--- src/rtl/result_packer_pkg.sv ---
// ============================================================================
// result_packer_pkg : shared widths, strobe constants and pack-state encoding
// Revision: 1.0
// ============================================================================
`default_nettype none

package result_packer_pkg;
    localparam int BEAT_W = 64;
    localparam int RES_W  = 32;
    localparam int STRB_W = BEAT_W / 8;
    localparam int FIFO_W = BEAT_W + STRB_W + 1;

    localparam logic [STRB_W-1:0] STRB_FULL = 8'hFF;
    localparam logic [STRB_W-1:0] STRB_LOW  = 8'h0F;

    typedef enum logic [0:0] {
        LOW  = 1'b0,
        HIGH = 1'b1
    } pack_state_e;
endpackage

`default_nettype wire

--- src/rtl/result_packer_if.sv ---
// ============================================================================
// result_packer_if : AXI-Stream master channel of the result packer
// Revision: 1.0
// ============================================================================
`default_nettype none

interface result_packer_if;
    import result_packer_pkg::*;

    logic              TVALID;
    logic [BEAT_W-1:0] TDATA;
    logic [STRB_W-1:0] TSTRB;
    logic              TLAST;
    logic              TREADY;

    modport master (output TVALID, TDATA, TSTRB, TLAST, input TREADY);
    modport slave  (input TVALID, TDATA, TSTRB, TLAST, output TREADY);
endinterface

`default_nettype wire

--- src/rtl/result_packer_sync_fifo.sv ---
// ============================================================================
// sync_fifo : fall-through synchronous FIFO; mark_last sets the top bit of the
//             most recently written entry
// Revision: 1.0
// ============================================================================
`default_nettype none

module sync_fifo #(
    parameter int WIDTH = 73,
    parameter int DEPTH = 16
) (
    input  wire logic                     clk,
    input  wire logic                     rst,
    input  wire logic                     push,
    input  wire logic                     pop,
    input  wire logic                     mark_last,
    input  wire logic [WIDTH-1:0]         din,
    output logic      [WIDTH-1:0]         dout,
    output logic                          empty,
    output logic                          full,
    output logic      [$clog2(DEPTH):0]   count
);
    localparam int AW = $clog2(DEPTH);

    logic [WIDTH-1:0] mem_q [DEPTH];
    logic [AW-1:0]    wr_ptr_q;
    logic [AW-1:0]    rd_ptr_q;
    logic [AW:0]      count_q;
    logic             w_do_push;
    logic             w_do_pop;

    assign empty     = (count_q == '0);
    assign full      = (count_q == (AW+1)'(DEPTH));
    assign count     = count_q;
    assign dout      = mem_q[rd_ptr_q];
    // A full FIFO still accepts a write when the head leaves in the same cycle
    assign w_do_push = push & (~full | pop);
    assign w_do_pop  = pop & ~empty;

    always_ff @(posedge clk) begin
        if (rst) begin
            wr_ptr_q <= '0;
            rd_ptr_q <= '0;
            count_q  <= '0;
        end else begin
            if (w_do_push) wr_ptr_q <= wr_ptr_q + AW'(1);
            if (w_do_pop)  rd_ptr_q <= rd_ptr_q + AW'(1);
            count_q <= count_q + {{AW{1'b0}}, w_do_push} - {{AW{1'b0}}, w_do_pop};
        end
    end

    always_ff @(posedge clk) begin
        if (w_do_push) begin
            mem_q[wr_ptr_q] <= din;
        end else if (mark_last && !empty && !rst) begin
            mem_q[wr_ptr_q - AW'(1)][WIDTH-1] <= 1'b1;
        end
    end
endmodule

`default_nettype wire

--- src/rtl/result_packer.sv ---
// ============================================================================
// result_packer : packs 32-bit results into 64-bit AXI-Stream beats with
//                 TLAST framing, end-of-run flush and FIFO back-pressure
// Revision: 1.0
// ============================================================================
`default_nettype none

module result_packer
    import result_packer_pkg::*;
#(
    parameter int DEPTH = 16,
    parameter int CNT_W = 8
) (
    input  wire logic             AXIS_ACLK,
    input  wire logic             AXIS_ARESETN,
    input  wire logic             run,
    input  wire logic             out_period,
    input  wire logic [RES_W-1:0] result,
    input  wire logic             s_fin,
    input  wire logic [CNT_W-1:0] words_per_frame,
    result_packer_if.master       m_axis,
    output logic                  stall,
    output logic                  overflow
);
    localparam int CW = $clog2(DEPTH) + 1;

    pack_state_e       state_q, state_d;
    logic [RES_W-1:0]  hold_q, hold_d;
    logic [CNT_W-1:0]  cnt_q, cnt_d;
    logic              overflow_q;

    logic              w_clr;
    logic              w_push;
    logic              w_pop;
    logic              w_mark;
    logic              w_close;
    logic              w_flush_last;
    logic              w_frame_end;
    logic              w_last;
    logic [BEAT_W-1:0] w_beat;
    logic [STRB_W-1:0] w_strb;
    logic [FIFO_W-1:0] w_dout;
    logic              w_empty;
    logic              w_full;
    logic [CW-1:0]     w_count;

    assign w_clr = ~AXIS_ARESETN | ~run;
    assign w_pop = m_axis.TVALID & m_axis.TREADY;

    always_comb begin
        state_d      = state_q;
        hold_d       = hold_q;
        w_push       = 1'b0;
        w_beat       = '0;
        w_strb       = STRB_FULL;
        w_flush_last = 1'b0;
        w_mark       = 1'b0;
        w_close      = 1'b0;
        case (state_q)
            LOW: begin
                if (out_period) begin
                    hold_d = result;
                    if (s_fin) begin
                        w_push       = 1'b1;
                        w_beat       = {{RES_W{1'b0}}, result};
                        w_strb       = STRB_LOW;
                        w_flush_last = 1'b1;
                    end else begin
                        state_d = HIGH;
                    end
                end else if (s_fin && cnt_q != '0) begin
                    // Retro-tag the newest entry unless it is leaving this very cycle
                    w_close = 1'b1;
                    w_mark  = ~w_empty & ~((w_count == CW'(1)) & w_pop);
                end
            end
            HIGH: begin
                if (out_period) begin
                    w_push       = 1'b1;
                    w_beat       = {result, hold_q};
                    w_flush_last = s_fin;
                    state_d      = LOW;
                end else if (s_fin) begin
                    w_push       = 1'b1;
                    w_beat       = {{RES_W{1'b0}}, hold_q};
                    w_strb       = STRB_LOW;
                    w_flush_last = 1'b1;
                    state_d      = LOW;
                end
            end
            default: state_d = LOW;
        endcase

        w_frame_end = (words_per_frame != '0) && (cnt_q == words_per_frame - CNT_W'(1));
        w_last      = w_flush_last | w_frame_end;

        cnt_d = cnt_q;
        if (w_push) begin
            cnt_d = w_last ? '0 : cnt_q + CNT_W'(1);
        end else if (w_close) begin
            cnt_d = '0;
        end
    end

    always_ff @(posedge AXIS_ACLK) begin
        if (w_clr) begin
            state_q    <= LOW;
            hold_q     <= '0;
            cnt_q      <= '0;
            overflow_q <= 1'b0;
        end else begin
            state_q    <= state_d;
            hold_q     <= hold_d;
            cnt_q      <= cnt_d;
            overflow_q <= overflow_q | (w_push & w_full & ~w_pop);
        end
    end

    sync_fifo #(
        .WIDTH (FIFO_W),
        .DEPTH (DEPTH)
    ) u_fifo (
        .clk       (AXIS_ACLK),
        .rst       (w_clr),
        .push      (w_push),
        .pop       (w_pop),
        .mark_last (w_mark),
        .din       ({w_last, w_strb, w_beat}),
        .dout      (w_dout),
        .empty     (w_empty),
        .full      (w_full),
        .count     (w_count)
    );

    assign m_axis.TVALID = ~w_empty;
    assign {m_axis.TLAST, m_axis.TSTRB, m_axis.TDATA} = w_empty ? '0 : w_dout;
    assign stall    = (w_count >= CW'(DEPTH - 2));
    assign overflow = overflow_q;
endmodule

`default_nettype wire

--- src/flat_wrapper.sv ---
// flat-port wrapper written by rule: the top's interface ports become plain ports
module result_packer_flat import result_packer_pkg::*;
#(
    parameter int DEPTH = 16,
    parameter int CNT_W = 8
)
  (AXIS_ACLK, AXIS_ARESETN, run, out_period, result, s_fin, words_per_frame, stall, overflow, m_axis_TVALID, m_axis_TDATA, m_axis_TSTRB, m_axis_TLAST, m_axis_TREADY);
  result_packer_if m_axis_i ();
  input  wire logic AXIS_ACLK;
  input  wire logic AXIS_ARESETN;
  input  wire logic run;
  input  wire logic out_period;
  input  wire logic [RES_W-1:0] result;
  input  wire logic s_fin;
  input  wire logic [CNT_W-1:0] words_per_frame;
  output logic stall;
  output logic overflow;
  output wire logic [$bits(m_axis_i.TVALID)-1:0] m_axis_TVALID;
  output wire logic [$bits(m_axis_i.TDATA)-1:0] m_axis_TDATA;
  output wire logic [$bits(m_axis_i.TSTRB)-1:0] m_axis_TSTRB;
  output wire logic [$bits(m_axis_i.TLAST)-1:0] m_axis_TLAST;
  input wire logic [$bits(m_axis_i.TREADY)-1:0] m_axis_TREADY;
  assign m_axis_TVALID = m_axis_i.TVALID;
  assign m_axis_TDATA = m_axis_i.TDATA;
  assign m_axis_TSTRB = m_axis_i.TSTRB;
  assign m_axis_TLAST = m_axis_i.TLAST;
  assign m_axis_i.TREADY = m_axis_TREADY;
  result_packer #(.DEPTH(DEPTH), .CNT_W(CNT_W)) u_core (.AXIS_ACLK(AXIS_ACLK), .AXIS_ARESETN(AXIS_ARESETN), .run(run), .out_period(out_period), .result(result), .s_fin(s_fin), .words_per_frame(words_per_frame), .m_axis(m_axis_i), .stall(stall), .overflow(overflow));
endmodule
--- config.mk ---
export PLATFORM = sky130hd
export DESIGN_NAME = result_packer_flat
export DESIGN_NICKNAME = d
export VERILOG_FILES = /design/src/rtl/result_packer_pkg.sv /design/src/rtl/result_packer_if.sv /design/src/rtl/result_packer_sync_fifo.sv /design/src/rtl/result_packer.sv /design/src/flat_wrapper.sv
export SDC_FILE = /design/constraint.sdc
export NUM_CORES = 1
export LEC_CHECK = 0
export CAP_MARGIN = 0
export CORE_MARGIN = 1
export CORE_UTILIZATION = 60
export DETAILED_ROUTE_END_ITERATION = 10
export GPL_ROUTABILITY_DRIVEN = 1
export PLACE_DENSITY = 0.78
export SETUP_SLACK_MARGIN = 0.02
export SYNTH_ARGS = -nofsm -noshare
export SYNTH_HDL_FRONTEND = slang
export SYNTH_SLANG_ARGS = --single-unit
--- constraint.sdc ---
create_clock -name AXIS_ACLK -period 10.8 [get_ports AXIS_ACLK]
set_input_delay 1.62 -clock AXIS_ACLK [delete_from_list [all_inputs] [get_ports AXIS_ACLK]]
set_output_delay 1.62 -clock AXIS_ACLK [all_outputs]
set_load 0.05 [all_outputs]
==> results of run 1 <==
-- registers in the layout, indices dropped and copies added (netlist names), named ones only --
| name | count |
|---|---|
| u_core.cnt_q | 8 |
| u_core.hold_q | 32 |
| u_core.overflow | 1 |
| u_core.state_q | 1 |
| u_core.u_fifo.count | 5 |
| u_core.u_fifo.mem_q | 1072 |
| u_core.u_fifo.rd_ptr_q | 4 |
| u_core.u_fifo.wr_ptr_q | 4 |
-- cells in the mapped netlist (all sizes together), types with 3 or more instances --
library cell	instances	area, um^2
edfxtp	1072	32200
xor2	11	96.3
a21oi	38	194
nor3	9	50.1
o21ai	7	35.0
inv	19	71.3
nor2b	3	18.8
dfxtp	59	1180
xnor2	12	105
nand2	86	323
nor2	60	225
nand3	8	40.0
and3	39	244
a31oi	4	25.0
or3	3	23.8
nor4b	3	26.3
and2	70	438
nand4	3	18.8
ha	15	188
mux4	335	7540
a22o	32	280
clkbuf	67	251
a21boi	3	22.5
buf	56	417
-- metrics by stage --
step | area [um^2] | std cells | util
final | 50000 | 3238 | 0.684
after detailed placement | 46500 | 3043 | 0.637
after global placement | 46500 | 3043 | 0.637
after floorplan | 44300 | 2046 | -
after CTS | 50000 | 3236 | 0.684
after global routing | 50000 | 3236 | 0.684
-- power breakdown --
part	switching [uW]	internal (uW)	total (uW)
Sequential	34.3	4800	4840
Clock	1600	2160	3750
Combinational	1220	693	1920
Total	2860	7650	10500
-- cell usage in the layout, fill, tap and decap left out, types with 3 or more instances in the layout --
cell type and n:
and2_1 70, xor2_1 11, nor4b_1 3, clkbuf_8 6, clkinvlp_4 3, clkbuf_1 22, inv_1 18, clkinv_1 22
xnor2_1 12, dfxtp_1 55, o21ai_0 7, ha_1 15, and3_1 39, clkinv_2 13, nor3_1 8, nand4_1 3
inv_6 4, nand2_1 84, clkdlybuf4s50_1 121, a31oi_1 4, nor2_1 42, buf_4 38, mux4_2 335, nor2_4 16
dfxtp_4 4, edfxtp_1 1072, bufinv_16 13, clkbuf_16 106, a21oi_1 37, nand3_1 8, a22o_1 32
-- critical path: cells and delay by family (launching register included) --
family / cells / cell delay, ps
AND/OR/NAND/NOR: 1 / 230
buffers and inverters: 3 / 2120
flip-flops: 1 / 780
multiplexers: 2 / 1090
-- logic make-up (layout without fill, tap and decap cells) --
logic type / after synthesis / after routing / synth area share
AOI/OAI and AO/OA: 103 / 103 / 0.0166
xor gates and xnor gates: 23 / 23 / 0.00455
adders and majority gates: 16 / 16 / 0.00469
buffers and inverters: 142 / 373 / 0.0167
DFF: 1131 / 1131 / 0.753
muxes: 337 / 337 / 0.171
other: 0 / 2 / 0
and+or+nand+nor: 294 / 294 / 0.0338
-- how the worst max path moves through the flow --
stage                        from                    endpoint  slack (ps)  cells after the start
CTS                          flop            m_axis_TDATA[32]        4060                      6
floorplan           m_axis_TREADY  u_core.u_fifo.mem_q[11][0]        4660                      6
global route                 flop             m_axis_TDATA[6]        3840                      6
finish                       flop            m_axis_TDATA[32]        4200                      6
detailed placement     out_period  u_core.u_fifo.mem_q[3][40]        4700                      8
global placement       out_period  u_core.u_fifo.mem_q[3][15]        4800                      8
-- area by class of cell --
type	instances	area [um^2]	area share
clock inverters	59	657	0.0131
flip-flops and latches	1131	33400	0.668
well taps	959	1200	0.0240
multi-input cells	773	10300	0.207
repair buffers	161	1540	0.0307
diodes	2	5.00	0.000100
clock buffers	134	2820	0.0563
inverters	19	71.3	0.00143
-- layer usage --
metal  part of all wire  vias to the layer above  track usage
met5            0.00043                        -            0
met4              0.033                        6        0.104
met3               0.12                      282       0.0675
met2               0.49                     1685        0.469
met1               0.35                    11600        0.391
li1                   -                     8774            -
==> qor.csv, run 1 <==
metric,value,unit
status,"complete, but fails checks",
violations,design-rule violations,
drv_cap,0,
hp-class,reg2reg,
viasPerCell,6.91,
clock_skew,24.3,ps
h-tree-depth,3,
synthArstFlopShare,0,
min_from,u_core.hold_q[24],
critical_path_class,reg2out,
r2r-end,u_core.u_fifo.mem_q[7][15],
crit_required,9180,ps
min_period_over_period,0.611,
hold_viol,0,
drc_errors,20,
die_x,274,um
clock_latency,670,ps
whs,458,ps
post_cts_buffers,0,
fillers,4210,
fp-row-count,99,
synth-edff-count,1072,
die_area,0.0750,mm^2
vias,22400,
ys_seq_area_frac,0.753,
holdPathEnd,u_core.hold_q[24],
p_total,10500,uW
cts_inserted_buffers,104,
hold_buffers,0,
grt_max_degree,165,
synth_nets,2108,
finalMaxSlewViolations,0,
drive_above_1_share,0.246,
global_route.overflow_total,0,
track_usage,0.290,
tightestPinTransition,1200,ps
setup_viol,0,
pre_cts_slack,4700,ps
clock-root-buffer,clkbuf_16,
whs_path_depth,2,
clk_pin_slew,60,ps
cp_max_fo,40,
gp_congestion,0.860,
synth_seq_cells,1131,
grt_pass1_wl,154000,um
core_area,0.0731,mm^2
nets,2252,
io_buffers,121,
startpoint_type,flop,
numClockSinks,1131,
area_delta_synth_final,12.9,%
start_util,0.606,
slowest_delay,780,ps
yosysWarnings,0,
cts_buffer_depth,3,
antenna_found_initial,6,
min_period,6600,ps
power_density,210,mW/mm^2
p_leak,0.0157,uW
drtIter0Drc,2872,
cts_tree,done,
syn_area_per_cell,21.7,um^2
hpwlAfterDp,50800,um
slew_headroom,0.198,
setup_ws,4200,ps
fin_setup_tns,0,ps
die_y,274,um
rsz0062_at_grt,no,
cp.arrival,4980,ps
r2r_start,u_core.u_fifo.count[2],
routedWlPerCell,32.7,um
grt_pass1_vias,23300,
num_io_pins,122,
cp_cell_sequence,buf_4 -> buf_4 -> mux4_2 -> mux4_2 -> and2_1 -> clkdlybuf4s50_1,
synth_area,0.0443,mm^2
fmax,0.151,GHz
reg2reg_slack,6250,ps
peakVddDrop,214,uV
cp_slowest_cell,dfxtp_4,
synth_flop_cell,edfxtp_1,
cts-resized-gates,0,
detail-route-antenna-nets,0,
syn_inst,2046,
critPathCaptureType,output pin,
wl,106000,um
drt_pre_antenna_iters,9,
yosysUniqueCellTypes,60,
r2r_cells,8,
No activity file was read; power rests on OpenSTA's default activity.
==> run 2: changes to the inputs <==
Settings changed: CORE_UTILIZATION 60 to 55, PLACE_DENSITY 0.78 to 0.75.
Clock period 10.8 ns to 5.9 ns, I/O delays scaled along.
==> qor.csv, run 2 (synthesis results as in run 1) <==
metric,value,unit
global_route.overflow_total,0,
hpwlAfterDp,53900,um
tightestPinTransition,1130,ps
peakVddDrop,439,uV
min_period,4980,ps
core_area,0.0794,mm^2
cts_inserted_buffers,108,
antenna_found_initial,3,
top_register,u_core.u_fifo.mem_q,
power_density,379,mW/mm^2
reg2reg_slack,2140,ps
critical_path_class,reg2out,
numClockSinks,1131,
hold_viol,0,
mostFrequentLayoutCells,"edfxtp_1 (1072), mux4_2 (335), clkdlybuf4s50_1 (120)",
clock_skew,20.9,ps
cp.arrival,4100,ps
cts-resized-gates,0,
setup_viol,0,
holdPathEnd,u_core.hold_q[8],
die_y,286,um
r2r_start,u_core.u_fifo.count[2],
r2r-end,u_core.u_fifo.mem_q[7][33],
drtIter0Drc,2471,
slew_headroom,0.244,
clock_latency,670,ps
fmax,0.201,GHz
rsz0062_at_grt,no,
whs_path_depth,2,
clk_pin_slew,60,ps
post-route-util,0.635,
drive_above_1_share,0.256,
hold_buffers,0,
grt_pass1_wl,149000,um
io_buffers,121,
cts_tree,done,
final_cells,3358,
start_util,0.558,
routedWlPerCell,30.1,um
fp-row-count,103,
hp-class,reg2reg,
fin_setup_tns,0,ps
critPathCaptureType,output pin,
detail-route-antenna-nets,0,
drc_errors,0,
cts_buffer_depth,3,
viasPerCell,6.48,
p_leak,0.0159,uW
finalMaxSlewViolations,0,
die_area,0.0817,mm^2
grt_pass1_vias,22600,
crit_required,5020,ps
largest_register_ffs,1072,
startpoint_type,flop,
post_cts_buffers,0,
min_from,u_core.hold_q[8],
drt_pre_antenna_iters,5,
status,"finished, final reports clean",
die_x,286,um
wl,101000,um
min_period_over_period,0.845,
h-tree-depth,3,
r2r_cells,8,
dp_cells,3154,
p_total,19100,uW
top_regs,"u_core.u_fifo.mem_q x1072, u_core.hold_q x32, u_core.cnt_q x8",
gp_congestion,0.800,
startpoint,u_core.u_fifo.count[2],
final_common_cell,edfxtp_1,
nets,2276,
track_usage,0.254,
num_io_pins,122,
vias,21800,
grt_max_degree,67,
cp_max_fo,40,
drv_cap,0,
area_delta_synth_final,13.7,%
clock-root-buffer,clkbuf_16,
[run 2: cell count changes in the layout (fill, tap and decap cells not counted), sizes merged]
| cell | before | now |
|---|---|---|
| buf | 40 | 61 |
| clkbuf | 134 | 147 |
| bufinv | 13 | 4 |
| clkinv | 38 | 42 |
| clkinvlp | 3 | 5 |
| clkdlybuf4s50 | 121 | 120 |
| diode | 2 | 1 |
[run 2: power breakdown]
part	leakage (uW)	switching, uW	total [uW]	internal, uW
Clock	0.00169	2880	6670	3790
Sequential	0.0105	59.1	8850	8790
Combinational	0.00368	2270	3560	1290
Total	0.0159	5210	19100	13900
[run 2: worst max path at each step]
| stage | to |
|---|---|
| global placement | u_core.u_fifo.mem_q[7][43] |
| global route | m_axis_TDATA[30] |
| finish | m_axis_TDATA[30] |
| floorplan | u_core.u_fifo.mem_q[11][0] |
| detailed placement | u_core.u_fifo.mem_q[7][43] |
| CTS | m_axis_TDATA[30] |
[run 2: area by class of cell]
| cell class | count | area, um^2 |
|---|---|---|
| multi-input cells | 773 | 10300 |
| clock inverters | 56 | 402 |
| flip-flops and latches | 1131 | 33400 |
| repair buffers | 181 | 1840 |
| clock buffers | 147 | 3050 |
| well taps | 1050 | 1310 |
| inverters | 19 | 71.3 |
| diodes | 1 | 2.50 |
| fillers | 5222 | 29000 |
[run 2: routing by layer]
metal | GRT usage | routed length, um
met1 | 0.351 | 38500
met5 | 0 | 34
met4 | 0.0743 | 2380
met2 | 0.411 | 50100
met3 | 0.0565 | 10100
[run 2: worst max-delay path, cell delays in order, from the launching register on]
cell             delay (ps)
dfxtp_1                 390
inv_1                    80
ha_1                    200
nand2b_1                110
or3_2                   890
buf_4                   560
and2_1                  330
clkdlybuf4s50_1         850
[run 2: stage by stage]
stage | instance area [um^2] | hold WS [ps] | setup slack (ps)
CTS | 50400 | 455 | 894
finish | 50400 | 456 | 917
detailed placement | 47000 | 447 | 1350
floorplan | 44300 | 436 | 500
global route | 50400 | 473 | 747
global placement | 47000 | 441 | 1480
==> run 3: changes to the inputs <==
Clock period 5.9 ns to 4.36 ns, I/O delays scaled along.
==> qor.csv, run 3 (synthesis results as in run 1) <==
metric,value,unit
status,"finished, final reports clean",
drc_errors,0,
core_area,0.0794,mm^2
routedWlPerCell,30.8,um
drive_above_1_share,0.277,
final_cells,3371,
r2r-end,u_core.u_fifo.mem_q[3][22],
post_cts_buffers,0,
clock-root-buffer,clkbuf_16,
power_frac_seq,0.463,
hold_viol,0,
gp_congestion,0.838,
finalMaxSlewViolations,0,
antenna_found_initial,3,
cts-resized-gates,4,
hp-class,reg2reg,
top_register,u_core.u_fifo.mem_q,
cp.arrival,3580,ps
slew_headroom,0.423,
global_route.overflow_total,0,
post-route-util,0.638,
intPower,18800,uW
clock_latency,670,ps
cts_tree,done,
io_buffers,121,
num_io_pins,122,
die_area,0.0817,mm^2
detail-route-antenna-nets,0,
start_util,0.558,
vias,22200,
setup_viol,0,
area_delta_synth_final,14.3,%
dp_cells,3170,
endpoint,m_axis_TDATA[6],
critical_path_class,reg2out,
stdcell_area,0.0507,mm^2
p_clk_frac,0.353,
reg2reg_slack,1000,ps
min_period_over_period,0.970,
whs_path_depth,2,
min_period,4230,ps
tightestPinTransition,865,ps
power_density,510,mW/mm^2
cp_max_fo,16,
nets,2289,
r2r_start,u_core.cnt_q[0],
cts_buffer_depth,3,
clk_pin_slew,60,ps
drt_pre_antenna_iters,5,
clock_skew,22.7,ps
grt_pass1_wl,152000,um
hold_buffers,0,
switching_share,0.272,
drtIter0Drc,2970,
final_common_cell,edfxtp_1,
critPathCaptureType,output pin,
p_leak,0.0162,uW
fp-row-count,103,
numClockSinks,1131,
h-tree-depth,3,
die_y,286,um
die_x,286,um
combinationalPowerShare,0.184,
post_dp_cell_area,0.0472,mm^2
top_regs,"u_core.u_fifo.mem_q x1072, u_core.hold_q x32, u_core.cnt_q x8",
switching_power,7030,uW
crit_required,3710,ps
largest_register_ffs,1072,
wl,104000,um
startpoint_type,flop,
cts_inserted_buffers,105,
r2r_cells,9,
track_usage,0.258,
viasPerCell,6.59,
drv_cap,0,
peakVddDrop,376,uV
rsz0062_at_grt,yes,
grt_max_degree,77,
fin_setup_tns,0,ps
mostFrequentLayoutCells,"edfxtp_1 (1072), mux4_2 (335), clkbuf_16 (105)",
fmax,0.236,GHz
grt_pass1_vias,22900,
hpwlAfterDp,55500,um
[run 3: cell types whose count changed in the layout (fill, tap and decap cells not counted), moves of 3 or more]
cell	delta
clkbuf_16	-9
buf_12	+16
dlymetal6s2s_1	+7
bufinv_16	+7
clkdlybuf4s50_1	-47
buf_4	+36
dlygate4sd2_1	+3
[run 3: layer usage]
metal | routed length, um | vias to the layer above | GRT usage
met5 | 13 | - | 0
met4 | 2400 | 2 | 0.0791
met3 | 10400 | 166 | 0.0461
met2 | 52300 | 1427 | 0.420
met1 | 38700 | 11800 | 0.362
li1 | - | 8852 | -
[run 3: critical path, cell delays in order (launching register included)]
cell and delay [ps]:
dfxtp_4 580, buf_4 350, mux4_2 560, mux4_2 540
and2_1 180, clkdlybuf4s50_1 700
[run 3: metrics by stage]
stage	hold slack, ps	worst slack [ps]	power (uW)
floorplan	436	-809	15500
global placement	441	588	17000
detailed placement	448	572	17000
CTS	456	17.2	26000
global route	472	16.2	26600
finish	454	129	25800
[run 3: how the worst min path moves through the flow]
stage                                  from                end  slack, ps
after detailed placement  u_core.hold_q[19]  u_core.hold_q[19]        450
after global routing      u_core.hold_q[24]  u_core.hold_q[24]        470
after CTS                 u_core.hold_q[20]  u_core.hold_q[20]        460
after floorplan            u_core.hold_q[0]   u_core.hold_q[0]        440
after global placement     u_core.hold_q[4]   u_core.hold_q[4]        440
final                     u_core.hold_q[20]  u_core.hold_q[20]        450
[run 3: power by group through the flow]
stage          clock network, uW  logic [uW]  registers [uW]
2_1_floorplan                  0        3380           12200
3_3_place_gp                   0        4770           12200
3_5_place_dp                   0        4810           12200
4_1_cts                     9210        4830           12000
5_1_grt                     9610        4990           12000
6_report                    9110        4750           12000
[run 3: cell type report]
cell class / instances / area, um^2
Multi-Input combinational cell: 773 / 10300
Inverter: 19 / 71.3
Antenna cell: 2 / 5.00
Sequential cell: 1131 / 33400
Clock inverter: 62 / 621
Timing Repair Buffer: 197 / 2100
Tap cell: 1050 / 1310
Clock buffer: 137 / 2820
Fill cell: 5096 / 28700
